--- src/rtl/ex_result_stage.sv ---
// -----------------------------------------------------------------------------
// ex_result_stage
//   EX->MEM boundary register for the 32-bit adder's S/Z/V/N outputs.
//   - Registers the adder result behind a valid/ready handshake toward MEM.
//   - Signed overflow (alu_sign & alu_v) becomes a MIPS Ov exception. The
//     writeback is suppressed, and EPC/cause are held until exc_ack.
//   - Unsigned overflow is reported on out_carry and does not trap.
//   Optional feature: define EX_OVF_COUNT_EN to add a saturating 16-bit
//   counter of trapping accepts on output ovf_count.
// -----------------------------------------------------------------------------
module ex_result_stage #(
   parameter int          DATA_W   = 32,
   parameter int          REG_W    = 5,
   parameter int unsigned OV_CAUSE = 12
) (
   input  logic              clk,
   input  logic              rst_n,
   // EX side
   input  logic              in_valid,
   output logic              in_ready,
   input  logic [DATA_W-1:0] alu_s,
   input  logic              alu_z,
   input  logic              alu_v,
   input  logic              alu_n,
   input  logic              alu_sign,
   input  logic              wr_en_in,
   input  logic [REG_W-1:0]  wr_reg_in,
   input  logic [DATA_W-1:0] pc_in,
   input  logic              flush,
   // MEM side
   output logic              out_valid,
   input  logic              out_ready,
   output logic [DATA_W-1:0] out_result,
   output logic              out_z,
   output logic              out_n,
   output logic              out_carry,
   output logic              out_wr_en,
   output logic [REG_W-1:0]  out_wr_reg,
   // CP0 / exception unit
   output logic              exc_req,
   output logic [DATA_W-1:0] exc_epc,
   output logic [4:0]        exc_cause,
   input  logic              exc_ack
`ifdef EX_OVF_COUNT_EN
   ,
   output logic [15:0]       ovf_count
`endif
);

   localparam logic [4:0] LP_OV_CAUSE = 5'(OV_CAUSE);

   typedef enum logic {
      ST_RUN = 1'b0,   // normal pipelined operation
      ST_EXC = 1'b1    // overflow exception held for the exception unit
   } state_t;

   state_t              r_state;
   state_t              w_state_nxt;
   logic                w_ready_core;
   logic                w_accept;
   logic                w_trap;

   logic                r_out_valid;
   logic [DATA_W-1:0]   r_out_result;
   logic                r_out_z;
   logic                r_out_n;
   logic                r_out_carry;
   logic                r_out_wr_en;
   logic [REG_W-1:0]    r_out_wr_reg;
   logic                r_exc_req;
   logic [DATA_W-1:0]   r_exc_epc;
   logic [4:0]          r_exc_cause;

   // State register.
   // NOTE: sequential state is always updated with non-blocking (<=) assignments
   // so every flop samples values from before the edge, independent of block order.
   always_ff @(posedge clk or negedge rst_n) begin
      if (!rst_n) begin
         r_state <= ST_RUN;
      end else begin
         r_state <= w_state_nxt;
      end
   end

   // Next-state logic and the accept/trap decode for this cycle.
   // NOTE: every signal written here gets a default first, so no path can
   // leave one unassigned and infer a latch.
   always_comb begin
      w_state_nxt  = r_state;
      w_ready_core = 1'b0;
      w_accept     = 1'b0;
      w_trap       = 1'b0;
      case (r_state)
         ST_RUN: begin
            // A flush cycle never accepts. Otherwise the slot is free when empty
            // or when its current occupant leaves this cycle.
            w_ready_core = !flush && (!r_out_valid || out_ready);
            w_accept     = in_valid && w_ready_core;
            w_trap       = w_accept && alu_sign && alu_v;
            if (w_trap) begin
               w_state_nxt = ST_EXC;
            end
         end
         ST_EXC: begin
            // Acknowledge cycle returns to RUN, but accepts nothing itself.
            if (exc_ack) begin
               w_state_nxt = ST_RUN;
            end
         end
         default: begin
            w_state_nxt = ST_RUN;
         end
      endcase
      // Flush has highest priority and always lands in RUN.
      if (flush) begin
         w_state_nxt = ST_RUN;
      end
   end

   // Result register and exception holding registers.
   always_ff @(posedge clk or negedge rst_n) begin
      if (!rst_n) begin
         r_out_valid  <= 1'b0;
         r_out_result <= '0;
         r_out_z      <= 1'b0;
         r_out_n      <= 1'b0;
         r_out_carry  <= 1'b0;
         r_out_wr_en  <= 1'b0;
         r_out_wr_reg <= '0;
         r_exc_req    <= 1'b0;
         r_exc_epc    <= '0;
         r_exc_cause  <= '0;
      end else if (flush) begin
         // Squash the held entry and any pending exception. The data fields may
         // keep stale values because out_valid hides them.
         r_out_valid  <= 1'b0;
         r_exc_req    <= 1'b0;
         r_exc_epc    <= '0;
         r_exc_cause  <= '0;
      end else if (r_state == ST_EXC) begin
         // out_valid is already 0 here. Only the acknowledge can change anything.
         if (exc_ack) begin
            r_exc_req   <= 1'b0;
            r_exc_epc   <= '0;
            r_exc_cause <= '0;
         end
      end else if (w_accept) begin
         // Z/N/S pass through untouched, even for a faulting entry.
         r_out_result <= alu_s;
         r_out_z      <= alu_z;
         r_out_n      <= alu_n;
         r_out_wr_reg <= wr_reg_in;
         // Carry is only meaningful for unsigned ops. Signed ops report 0.
         r_out_carry  <= !alu_sign && alu_v;
         if (w_trap) begin
            // Faulting instruction: no result toward MEM, never a GPR write.
            r_out_valid <= 1'b0;
            r_out_wr_en <= 1'b0;
            r_exc_req   <= 1'b1;
            r_exc_epc   <= pc_in;
            r_exc_cause <= LP_OV_CAUSE;
         end else begin
            r_out_valid <= 1'b1;
            r_out_wr_en <= wr_en_in;
         end
      end else if (out_ready) begin
         // MEM consumed the entry and nothing new arrived.
         r_out_valid <= 1'b0;
      end
   end

`ifdef EX_OVF_COUNT_EN
   logic [15:0] r_ovf_count;

   // Saturating count of trapping accepts. Flush does not clear it.
   always_ff @(posedge clk or negedge rst_n) begin
      if (!rst_n) begin
         r_ovf_count <= '0;
      end else if (w_trap && (r_ovf_count != 16'hFFFF)) begin
         r_ovf_count <= r_ovf_count + 16'd1;
      end
   end

   assign ovf_count = r_ovf_count;
`endif

   // in_ready is forced low while reset is asserted, so every output reads 0
   // during reset. The internal accept path does not depend on rst_n.
   assign in_ready   = rst_n && w_ready_core;
   assign out_valid  = r_out_valid;
   assign out_result = r_out_result;
   assign out_z      = r_out_z;
   assign out_n      = r_out_n;
   assign out_carry  = r_out_carry;
   assign out_wr_en  = r_out_wr_en;
   assign out_wr_reg = r_out_wr_reg;
   assign exc_req    = r_exc_req;
   assign exc_epc    = r_exc_epc;
   assign exc_cause  = r_exc_cause;

endmodule

--- config.mk ---
export PLATFORM = sky130hd
export DESIGN_NAME = ex_result_stage
export DESIGN_NICKNAME = d
export VERILOG_FILES = /design/src/rtl/ex_result_stage.sv
export SDC_FILE = /design/constraint.sdc
export NUM_CORES = 1
export LEC_CHECK = 0
export ABC_CLOCK_PERIOD_IN_PS = 1400
export BUFFER_PORTS_ARGS = -buffer_cell sky130_fd_sc_hd__buf_4
export CORE_MARGIN = 2
export CORE_UTILIZATION = 35
export CTS_CLUSTER_DIAMETER = 200
export DETAILED_ROUTE_END_ITERATION = 8
export GPL_ROUTABILITY_DRIVEN = 0
export HOLD_SLACK_MARGIN = 0.03
export PLACE_DENSITY_LB_ADDON = 0.25
export SLEW_MARGIN = 5
export SYNTH_ARGS = -nofsm -noshare
export SYNTH_HDL_FRONTEND = slang
export SYNTH_SLANG_ARGS = --single-unit
--- constraint.sdc ---
create_clock -name clk -period 1.4 [get_ports clk]
set_input_delay 0.28 -clock clk [delete_from_list [all_inputs] [get_ports clk]]
set_output_delay 0.28 -clock clk [all_outputs]
set_load 0.02 [all_outputs]
# Word-level counts from Yosys, hierarchy flattened
# Cells that the tools add are included.
[word_totals]
regBits = 81
word_cells = 59
[op_classes]
n_eq_ne = 2
n_mux = 28
bitwise = 2
reduce_logical = 16
[ops]
columns = ["cell", "n"]
rows = [
  ["two-way mux 32 bit", 5],
  ["two-way mux 5 bit", 5],
  ["two-way mux 1 bit", 17],
  ["nonzero test 3 bit", 3],
  ["logical AND 1 bit", 6],
  ["AND reduction 3 bit", 2],
  ["logical NOT 1 bit", 3],
  ["inequality test 3 bit, second input constant", 1],
  ["inequality test 2 bit, second input constant", 1],
  ["inverter 1 bit", 2],
  ["case mux 1 bit (2 select lines)", 1],
  ["AND reduction 2 bit", 1],
  ["logical OR 1 bit", 1],
]

# Logic depth before layout (Yosys ltp)
# Gate-level depths: netlist of the first run.
[depth]
depth_word = 11
depth_mapped = 6
mapped_depth_nobuf = 3

# Worst setup path after synthesis of the first run
# Ideal clock, no wire load.
[synth_timing]
kind = "reg2reg"
startpoint = "register r_out_valid, in the netlist out_valid"
endpoint = "register r_exc_epc[0], in the netlist exc_epc[0]"
setup_time_ps = 80
t_arrival_ps = 1578
required_time_ps = 1320
path_slack_ps = -258
stages_incl_launch_ff = 7
synth_period_minus_slack_ps = 1658
cell_sequence = "dfrtp_1 nor2b_4 buf_6 or4_4 buf_6 buf_6 o211ai_2"
[synth_between]
elab_chain_len = 9
elab_cells_between_ends = 11
[synth_lines]
columns = ["element", "line", "text"]
rows = [
  ["start, declared", "63", "logic r_out_valid;"],
  ["start signal, assigned", "123", "r_out_valid <= 1'b0;"],
  ["start signal, assigned", "136", "r_out_valid <= 1'b0;"],
  ["start signal, assigned", "157", "r_out_valid <= 1'b0;"],
  ["logical NOT 1 bit *", "97", "w_ready_core = !flush && (!r_out_valid || out_ready);"],
  ["logical OR 1 bit *", "97", ""],
  ["logical AND 1 bit *", "97", ""],
  ["logical AND 1 bit *", "98", "w_accept = in_valid && w_ready_core;"],
  ["logical AND 1 bit (2 in series)", "99", "w_trap = w_accept && alu_sign && alu_v;"],
  ["two-way mux 1 bit", "93", "case (r_state)"],
  ["nonzero test 3 bit (no line)", "--", ""],
  ["AND reduction 3 bit (no line) *", "--", ""],
  ["end signal, assigned", "160", "r_exc_epc <= pc_in;"],
  ["end, declared", "71", "logic [DATA_W-1:0] r_exc_epc;"],
]
# Every way passes the cells marked *; elsewhere a longest branch is shown, timed or not.
# A chain may end at the register's enable or synchronous reset.

# Worst setup path in the final report of the first run
[layout_timing]
startpoint = "register r_out_valid, in the netlist out_valid"
endpoint = "output port in_ready"
[layout_between]
elab_chain_len = 5
[layout_lines]
columns = ["element", "line", "text"]
rows = [
  ["logical NOT 1 bit", "97", ""],
  ["logical OR 1 bit", "97", ""],
  ["logical AND 1 bit", "97", ""],
  ["two-way mux 1 bit", "93", ""],
  ["logical AND 1 bit", "189", "assign in_ready = rst_n && w_ready_core;"],
  ["end, declared", "20", "output logic in_ready,"],
]
# Every way passes these cells.

==> results of run 1 <==
## critical path, cell delays in order (launching register included)
cell     delay (ps)
dfrtp_2         410
nor2b_4         130
buf_6           110
and3b_2         260
buf_6           120
## final cells by class
type                    count  area (um^2)  share of cell area (%)
repair buffers            185         1560                    29.3
multi-input cells         156         1360                    25.6
inverters                  32          120                    2.26
well taps                 133          166                    3.12
clock buffers               9          124                    2.33
clock inverters             6         90.1                    1.69
flip-flops and latches     76         1900                    35.7
## cells by family (layout without fill, tap and decap cells)
family,count (synthesis),count (layout),synth area share (%)
flops,76,76,54.2
compound gates,66,66,18.1
buf+inv,58,232,7.95
simple gates,46,46,6.52
mux,41,41,13.2
other cells,1,3,0.107
## routing by layer
| metal | global-route usage [%] | share of wire (%) | vias up |
|---|---|---|---|
| li1 | - | - | 1341 |
| met1 | 22.4 | 44 | 1393 |
| met2 | 27.4 | 49 | 83 |
| met3 | 4.01 | 4.9 | 19 |
| met4 | 8.01 | 2.6 | 0 |
| met5 | 0 | 0 | - |
## through the flow
step	instances	utilization [%]	hold slack, ps
finish	597	54.5	155
global route	597	54.5	136
global placement	572	50.2	361
floorplan	290	-	-15.6
CTS	597	54.2	134
detailed placement	572	50.2	362
## worst max path at each step
stage                  endpoint  slack (ps)  cells past startpoint
floorplan            exc_epc[0]        -240                      6
global placement    exc_epc[29]         -70                      4
detailed placement  exc_epc[13]         -90                      4
CTS                    in_ready        -270                      4
global route           in_ready        -300                      4
finish                 in_ready        -250                      4
## cell usage in the layout (no fill, tap or decap), types with 5 or more instances in the layout
cell type / count
buf_12: 5
buf_4: 165
buf_6: 10
clkbuf_8: 9
dfrtp_1: 75
inv_1: 32
mux2_2: 39
nand2_1: 33
o211ai_1: 35
o211ai_2: 29
## power by group through the flow
stage                     clock network [mW]  logic (mW)  registers, mW
after floorplan                            0       0.416           2.96
after CTS                               1.89        1.57           2.60
final                                   1.83        1.57           2.60
after detailed placement                   0        1.50           2.64
after global placement                     0        1.48           2.63
after global routing                    1.97        1.66           2.63
## repair_timing
item / in CTS / in global routing
buffers inserted: 5 / 1
gates resized for setup: 14 / 8
cloned: 4 / 0
hold buffers: 1 / 0
pin swaps: 1 / 2
hold endpoints to repair: 76 / 0
endpoints found under the setup margin: 76 / 77
==> load_flow_metrics.sql, run 1 <==
INSERT INTO impl_metrics (metric_group, metric, value, unit) VALUES
('worst_hold_path', 'hold_path.startpoint', 'alu_s[9]', ''),
('timing', 'min_clock_period_post_route', '1650', 'ps'),
('timing', 'layout_worst_path_cycle_share', '118', '%'),
('routing', 'via_per_inst', '4.75', ''),
('placement', 'post_dp_area', '0.00491', 'mm^2'),
('pwr', 'power.share.sequential', '43.4', '%'),
('routing', 'antenna_left', '0', ''),
('global_routing', 'grt_pass1_vias', '2854', ''),
('pwr', 'switching_power', '1.74', 'mW'),
('critical_path', 'required', '1120', 'ps'),
('yosys', 'leading_post_synthesis_cells_by_instance_count', 'dfrtp_1 (76), mux2_2 (41), o211ai_1 (35), nand2_1 (33), inv_1 (32)', ''),
('die', 'fp.dieArea', '0.0108', 'mm^2'),
('clocking', 'cts-buffers-inserted', '9', ''),
('critical_path', 'timing.rr.start', 'out_valid', ''),
('yosys', 'yosysWarnings', '0', ''),
('timing', 'timing.fmax', '605', 'MHz'),
('clocking', 'cts-htree-levels', '3', ''),
('critical_path', 'timing.reg2reg.worst_path_depth', '5', ''),
('timing', 'finalSetupViolCount', '77', ''),
('outcome', 'failed_checks', 'setup timing', ''),
('yosys', 'post-synth-top-count-cell', 'dfrtp_1', ''),
('worst_hold_path', 'whs_path_depth', '2', ''),
('timing', 'rsz0062_at_grt', 'true', ''),
('global_routing', 'grt_antenna_before_repair', '0', ''),
('critical_path', 'worst_setup_path_startpoint', 'out_valid', ''),
('routing', 'wl_per_cell', '15.4', 'um'),
('clocking', 'clk_path_buf_depth', '2', ''),
('pwr', 'design_power_total', '6.00', 'mW'),
('timing', 'fin_ws', '-252', 'ps'),
('die', 'die_height', '104', 'um'),
('yosys', 'synth_cells', '288', ''),
('yosys', 'register_area_share_after_synthesis', '54.2', '%'),
('yosys', 'synth_top_cell_by_area', 'dfrtp_1', ''),
('die', 'row_count', '36', ''),
('global_routing', 'global_route_usage_sum', '17.3', '%'),
('critical_path', 'data_arrival_time_at_the_worst_slack_endpoint', '1370', 'ps'),
('yosys', 'synth.distinct_cells', '23', ''),
('timing', 'finalSetupTns', '-11070', 'ps'),
('pwr', 'cellInternalPower', '4.26', 'mW'),
('die', 'die_width', '104', 'um'),
('pwr', 'switching_fraction_of_total_power', '29.1', '%'),
('critical_path', 'critical_path_start_type', 'flip-flop', ''),
('layout', 'number_of_fillers_in_the_final_layout', '868', ''),
('routing', 'number_of_remaining_drc_errors', '0', ''),
('die', 'fp.coreArea', '0.00977', 'mm^2'),
('timing', 'timing.final.hold_violations', '0', ''),
('outcome', 'run_status', 'finished, violations left', ''),
('clocking', 'cts_root_buf', 'clkbuf_8', ''),
('yosys', 'mappedNetlistArea', '0.00351', 'mm^2'),
('pwr', 'irDropWorstVdd', '0.599', 'mV'),
('die', 'initial_core_util', '35.9', '%'),
('layout', 'antenna-diode-count', '0', ''),
('die', 'top_level_ports', '161', ''),
('routing', 'drt_first_pass_iters', '4', ''),
('clocking', 'tritoncts', 'built', ''),
('worst_hold_path', 'min_to', 'out_result[9]', ''),
('placement', 'post-place-ws', '-90.5', 'ps'),
('yosys', 'ys_dominant_reg_cell', 'dfrtp_1', ''),
('layout', 'final_net_count', '540', ''),
('clocking', 'clkTransAtPathRegs', '80', 'ps'),
('timing', 'slew_viol_final', '0', ''),
('yosys', 'post_synth_edffs', '0', ''),
('layout', 'drive_above_1_share', '59.7', '%'),
('placement', 'hpwlAfterDp', '6.29', 'mm'),
('clocking', 'clock_sinks', '76', ''),
('global_routing', 'grt_max_degree', '77', ''),
('pwr', 'p_per_area', '1130', 'mW/mm^2'),
('critical_path', 'critPathCaptureType', 'output pin', ''),
('routing', 'routed-via-count', '2836', ''),
('worst_hold_path', 'timing.hold.worst.class', 'input pin to flip-flop', ''),
('layout', 'layout-area-overhead-vs-synth', '51.7', '%');
No activity file was read; power rests on OpenSTA's default activity.
==> inputs of run 2 (changes only) <==
- RECOVER_POWER: unset -> 100
==> run 2 against run 1 <==
The run still ends with setup timing left. First-iteration DRC count decreased by 14%. Count of clock-buffer cells in the layout unchanged. Non-clock buffer count unchanged. Sequential power about the same. Combinational power decreased by 15%. Critical path type unchanged.
==> load_flow_metrics.sql, run 2 (synthesized netlist as in run 1, its figures left out) <==
INSERT INTO impl_metrics (metric_group, metric, value, unit) VALUES
('global_routing', 'grt_first_pass_wirelength', '14.7', 'mm'),
('timing', 'finalSetupTns', '-11050', 'ps'),
('outcome', 'run_status', 'finished, violations left', ''),
('clocking', 'clk-insertion-delay-late', '350', 'ps'),
('die', 'die_width', '104', 'um'),
('critical_path', 'critical_path_type', 'flip-flop to output pin', ''),
('die', 'initial_core_util', '35.9', '%'),
('critical_path', 'critical_path_start_type', 'flip-flop', ''),
('global_routing', 'grt_max_degree', '77', ''),
('pwr', 'p_per_area', '1150', 'mW/mm^2'),
('global_routing', 'grt_antenna_before_repair', '0', ''),
('routing', 'via_per_inst', '4.75', ''),
('timing', 'worst_slew_pin_slew', '693', 'ps'),
('routing', 'number_of_remaining_drc_errors', '0', ''),
('die', 'fp.dieArea', '0.0108', 'mm^2'),
('timing', 'fin_ws', '-252', 'ps'),
('critical_path', 'worstPathMaxFanout', '2', ''),
('layout', 'multiInputGateArea', '0.00136', 'mm^2'),
('routing', 'antenna_left', '0', ''),
('pwr', 'irDropWorstVdd', '0.584', 'mV'),
('pwr', 'power_leakage', '2.43', 'nW'),
('critical_path', 'critPathCaptureType', 'output pin', ''),
('global_routing', 'global_route_usage_sum', '17.3', '%'),
('die', 'row_count', '36', ''),
('timing', 'layout_worst_path_cycle_share', '118', '%'),
('global_routing', 'globalRouteOverflowTotal', '0', ''),
('worst_hold_path', 'timing.hold.worst.class', 'input pin to flip-flop', ''),
('clocking', 'cts_root_buf', 'clkbuf_8', ''),
('placement', 'hpwlAfterDp', '6.29', 'mm'),
('critical_path', 'data_arrival_time_at_the_worst_slack_endpoint', '1370', 'ps'),
('placement', 'numPortBuffers', '157', ''),
('layout', 'drive_above_1_share', '43.1', '%'),
('timing', 'slew-limit-headroom', '53.8', '%'),
('clocking', 'clkTransAtPathRegs', '90', 'ps'),
('clocking', 'clock_sinks', '76', ''),
('layout', 'antenna-diode-count', '0', ''),
('routing', 'drt_iter0_markers', '65', ''),
('layout', 'final_net_count', '540', ''),
('clocking', 'cts-htree-levels', '3', ''),
('routing', 'drt_first_pass_iters', '4', ''),
('timing', 'timing.final.hold_violations', '0', ''),
('timing', 'finClkSkew', '9.13', 'ps'),
('outcome', 'failed_checks', 'setup timing', ''),
('critical_path', 'r2r_setup_slack', '-180', 'ps'),
('layout', 'final_cell_mix', 'buf_4 (88), clkbuf_1 (77), dfrtp_1 (75)', ''),
('routing', 'routed-via-count', '2833', ''),
('layout', 'area.sequential', '0.00190', 'mm^2'),
('layout', 'layout.cells.most_common', 'buf_4', ''),
('layout', 'layout-area-overhead-vs-synth', '43.2', '%'),
('clocking', 'clk_path_buf_depth', '2', ''),
('die', 'fp.coreArea', '0.00977', 'mm^2'),
('routing', 'wl_per_cell', '15.5', 'um'),
('timing', 'min_clock_period_post_route', '1650', 'ps'),
('layout', 'number_of_fillers_in_the_final_layout', '954', ''),
('die', 'top_level_ports', '161', ''),
('clocking', 'tritoncts', 'built', ''),
('routing', 'wl', '9.23', 'mm'),
('timing', 'rsz0062_at_grt', 'true', ''),
('timing', 'finalSetupViolCount', '77', ''),
('timing', 'slew_viol_final', '0', ''),
('critical_path', 'required', '1120', 'ps'),
('timing', 'whs', '154', 'ps'),
('global_routing', 'grt_pass1_vias', '2854', ''),
('die', 'die_height', '104', 'um'),
('clocking', 'cts-buffers-inserted', '9', ''),
('flow_run', 'max_cap_violations', '0', ''),
('timing', 'timing.fmax', '605', 'MHz');
==> run 2: power breakdown <==
part | internal [mW] | switching [mW]
logic | 0.578 | 0.766
clock network | 0.997 | 0.830
registers | 2.46 | 0.138
total | 4.03 | 1.73
==> run 2: final cells by class <==
class,instances,area share [%]
flip-flops and latches,76,37.8
inverters,32,2.39
multi-input cells,156,27.1
clock inverters,6,1.79
clock buffers,9,2.46
repair buffers,185,25.1
well taps,133,3.31
==> run 2: path summary, 6_finish.rpt <==
kind | from | endpoint | cells past startpoint
max in group asynchronous | rst_n | out_valid | 3
worst min register to register | out_result[2] | out_result[2] | 1
worst max-delay path | out_valid | in_ready | 4
worst max register to register | out_valid | exc_epc[28] | 5
min in group asynchronous | rst_n | exc_epc[7] | 3
worst min-delay path | alu_s[9] | out_result[9] | 2
==> run 2: timing repair <==
item / in CTS / in global routing
resized for setup: 14 / 8
setup buffers: 5 / 1
hold buffers: 1 / 0
cloned: 4 / 0
endpoints found under the setup margin: 76 / 77
endpoints found under the hold margin: 76 / 0
pin swaps: 1 / 2
==> run 2: stage by stage <==
stage	setup WS [ps]	std cells	instance area (um^2)	utilization (%)	total power [mW]
floorplan	-235	290	3550	-	3.38
global placement	-65.8	572	4910	50.2	4.11
detailed placement	-90.5	572	4910	50.2	4.14
CTS	-268	597	5300	54.2	6.06
global route	-296	597	5030	51.4	6.03
finish	-252	597	5030	51.4	5.77
==> run 2: layer usage <==
layer,part of all wire (%),vias up,GRT usage (%)
met4,2.4,0,8.01
li1,-,1339,-
met1,45,1392,22.4
met5,0,-,0
met2,48,83,27.4
met3,4.6,19,4.01
==> run 2: worst max-delay path, stage by stage, from the launching register on <==
cell and delay, ps:
dfrtp_2 410, nor2b_4 130, buf_6 110, and3b_2 260
buf_6 120
==> inputs of run 3 (changes only) <==
- ABC_AREA: unset -> 1
- CTS_BUF_LIST: unset -> sky130_fd_sc_hd__clkbuf_16
==> run 3 against run 2 <==
The flow finishes with violations (hold timing, setup timing). Total power up 4.5%. Flip-flop and latch count did not move. Die area fell by 14%. Clock skew grew 0.92 ps. Core utilization up 1.0 points. Wire length is 15% lower. Via count is 6.4% lower. Count of clock-buffer cells in the layout unchanged. Largest power group unchanged. Combinational power is 19% lower. Register-to-register slack improved by 240 ps. Global-route usage down 0.75 points.
==> load_flow_metrics.sql, run 3 <==
INSERT INTO impl_metrics (metric_group, metric, value, unit) VALUES
('global_routing', 'grt_antenna_before_repair', '0', ''),
('routing', 'drt_iter0_markers', '75', ''),
('clocking', 'clk_path_buf_depth', '2', ''),
('global_routing', 'grt_pass1_vias', '2539', ''),
('critical_path', 'r2r_setup_slack', '60', 'ps'),
('global_routing', 'globalRouteOverflowTotal', '0', ''),
('critical_path', 'worstPathMaxFanout', '3', ''),
('global_routing', 'global_route_usage_sum', '16.5', '%'),
('yosys', 'synthDominantCellAreaShare', '63.4', '%'),
('yosys', 'post_synth_edffs', '0', ''),
('yosys', 'synth_area_leaders', 'dfrtp_1 (63%), nand2_1 (28%), buf_4 (3.0%)', ''),
('layout', 'drive_above_1_share', '22.6', '%'),
('clocking', 'tritoncts', 'built', ''),
('clocking', 'clk-insertion-delay-late', '320', 'ps'),
('timing', 'fin_ws', '-28.8', 'ps'),
('outcome', 'failed_checks', 'hold timing, setup timing', ''),
('layout', 'final_net_count', '575', ''),
('layout', 'antenna-diode-count', '0', ''),
('yosys', 'post_synth.cell_area_avg', '8.95', 'um^2'),
('clocking', 'cts-htree-levels', '3', ''),
('timing', 'timing.final.hold_violations', '10', ''),
('timing', 'finalSetupTns', '-28.8', 'ps'),
('clocking', 'clkTransAtPathRegs', '60', 'ps'),
('die', 'fp.dieArea', '0.00932', 'mm^2'),
('timing', 'min_clock_period_post_route', '1430', 'ps'),
('yosys', 'ys_dominant_reg_cell', 'dfrtp_1', ''),
('yosys', 'synth.distinct_cells', '20', ''),
('critical_path', 'critPathCaptureType', 'output pin', ''),
('clocking', 'clock_sinks', '76', ''),
('yosys', 'synth_top_cell_by_area', 'dfrtp_1', ''),
('critical_path', 'critical_path_type', 'flip-flop to output pin', ''),
('yosys', 'yosysWarnings', '0', ''),
('critical_path', 'critical_path.reg2reg.endpoint', 'exc_epc[14]', ''),
('clocking', 'cts-buffers-inserted', '9', ''),
('pwr', 'p_per_area', '1390', 'mW/mm^2'),
('timing', 'whs', '-13.9', 'ps'),
('timing', 'finClkSkew', '10.1', 'ps'),
('layout', 'final_cell_mix', 'nand2_1 (221), buf_4 (84), dfrtp_1 (76), clkbuf_1 (76), clkbuf_16 (9)', ''),
('die', 'die_width', '96.6', 'um'),
('critical_path', 'critical_path_start_type', 'flip-flop', ''),
('yosys', 'synth_seq_cells', '76', ''),
('critical_path', 'timing.rr.start', 'r_state', ''),
('clocking', 'cts_root_buf', 'clkbuf_16', ''),
('outcome', 'run_status', 'finished, violations left', ''),
('routing', 'routed-via-count', '2652', ''),
('die', 'fp.coreArea', '0.00826', 'mm^2'),
('die', 'initial_core_util', '36.3', '%'),
('yosys', 'leading_post_synthesis_cells_by_instance_count', 'nand2_1 (223), dfrtp_1 (76), buf_4 (12), buf_6 (3), inv_1 (3)', ''),
('layout', 'final_core_util', '52.5', '%'),
('layout', 'number_of_fillers_in_the_final_layout', '864', ''),
('yosys', 'register_area_share_after_synthesis', '63.4', '%'),
('timing', 'finalSetupViolCount', '1', ''),
('timing', 'layout_worst_path_cycle_share', '102', '%'),
('critical_path', 'worst_setup_path_startpoint', 'r_state', ''),
('yosys', 'mappedNetlistArea', '0.00300', 'mm^2'),
('timing', 'timing.fmax', '700', 'MHz'),
('pwr', 'irDropWorstVdd', '0.697', 'mV'),
('routing', 'antenna_left', '0', ''),
('die', 'die_height', '96.6', 'um'),
('pwr', 'power_leakage', '2.39', 'nW'),
('placement', 'hpwlAfterDp', '5.32', 'mm'),
('routing', 'via_per_inst', '4.38', ''),
('critical_path', 'timing.critical_path.to', 'in_ready', ''),
('critical_path', 'data_arrival_time_at_the_worst_slack_endpoint', '1150', 'ps'),
('critical_path', 'timing.reg2reg.worst_path_depth', '7', ''),
('die', 'row_count', '33', ''),
('worst_hold_path', 'timing.hold.worst.class', 'input pin to async pin', ''),
('yosys', 'synth_cells', '335', ''),
('layout', 'layout.cells.most_common', 'nand2_1', ''),
('routing', 'drt_first_pass_iters', '4', ''),
('routing', 'number_of_remaining_drc_errors', '0', ''),
('routing', 'wl_per_cell', '12.9', 'um'),
('placement', 'numPortBuffers', '157', ''),
('global_routing', 'grt_max_degree', '77', ''),
('routing', 'wl', '7.81', 'mm'),
('timing', 'slew_viol_final', '0', ''),
('layout', 'layout-area-overhead-vs-synth', '44.5', '%'),
('timing', 'rsz0062_at_grt', 'true', ''),
('die', 'top_level_ports', '161', ''),
('flow_run', 'max_cap_violations', '0', ''),
('critical_path', 'required', '1120', 'ps'),
('yosys', 'synth_async_reset_ratio', '100', '%'),
('yosys', 'post-synth-top-count-cell', 'nand2_1', ''),
('global_routing', 'grt_first_pass_wirelength', '11.8', 'mm');
-- run 3: cell count changes in the layout (fill, tap and decap cells not counted), sizes merged, moves of 3 or more --
cell,before,now
buf,107,87
inv,32,8
mux2,41,0
nand2,33,226
nor2b,3,0
o211ai,64,1
-- run 3: worst max-delay path, cell delays in order, from the launching register on --
cell and delay, ps:
dfrtp_1 400, nor2_4 120, and3_4 190, buf_6 120
-- run 3: per-stage QoR --
step	hold WS [ps]	instance area [um^2]	setup slack [ps]	instances	total power [mW]
floorplan	-15.6	3010	159	337	3.20
global placement	362	4230	-91.2	584	3.85
detailed placement	358	4230	-98.3	584	3.87
CTS	8.50	4580	-64.9	602	6.29
global route	24.3	4330	-64.9	605	6.33
finish	-13.9	4330	-28.8	605	6.02
-- run 3: report_power, final --
| group | switching (mW) | internal, mW | total, mW |
|---|---|---|---|
| combinational | 0.711 | 0.376 | 1.09 |
| sequential | 0.131 | 2.43 | 2.56 |
| clock | 0.832 | 1.54 | 2.37 |
| total | 1.67 | 4.35 | 6.02 |
-- run 3: timing repair --
action,in CTS,in global routing
gates resized for setup,5,4
hold endpoints to repair,76,43
setup endpoints to repair,42,34
buffers inserted,2,2
pin swaps,2,5
gates cloned,0,1
-- run 3: worst min-delay path by stage --
| stage | startpoint | end | cells past startpoint |
|---|---|---|---|
| 2_1_floorplan | rst_n | exc_cause[2] | 0 |
| 3_3_place_gp | rst_n | out_result[12] | 2 |
| 3_5_place_dp | rst_n | out_result[31] | 2 |
| 4_1_cts | rst_n | exc_epc[23] | 2 |
| 5_1_grt | rst_n | out_valid | 2 |
| 6_report | rst_n | out_wr_en | 2 |
-- run 3: per-layer routing --
layer  share of wire [%]  wire length (um)  vias up  track usage [%]
met4                 1.7               131        0             5.99
met3                 6.5               505       11             4.65
met2                  48              3780       84             27.3
li1                    -                 -     1322                -
met5                   0                 0        -                0
met1                  43              3390     1235             20.8
-- run 3: cell type report --
type / instances / area [um^2] / area share (%)
flip-flops and latches: 76 / 1900 / 43.9
well taps: 105 / 131 / 3.03
inverters: 5 / 21.3 / 0.491
clock buffers: 9 / 225 / 5.20
repair buffers: 165 / 980 / 22.6
clock inverters: 7 / 85.1 / 1.96
multi-input cells: 238 / 987 / 22.8
-- run 3: logic make-up (layout without fill, tap and decap cells) --
family	count (synthesis)	in the layout	synth area share [%]
other cells	1	3	0.125
flops	76	76	63.4
buf+inv	24	186	5.34
simple gates	232	233	30.7
compound gates	2	2	0.417
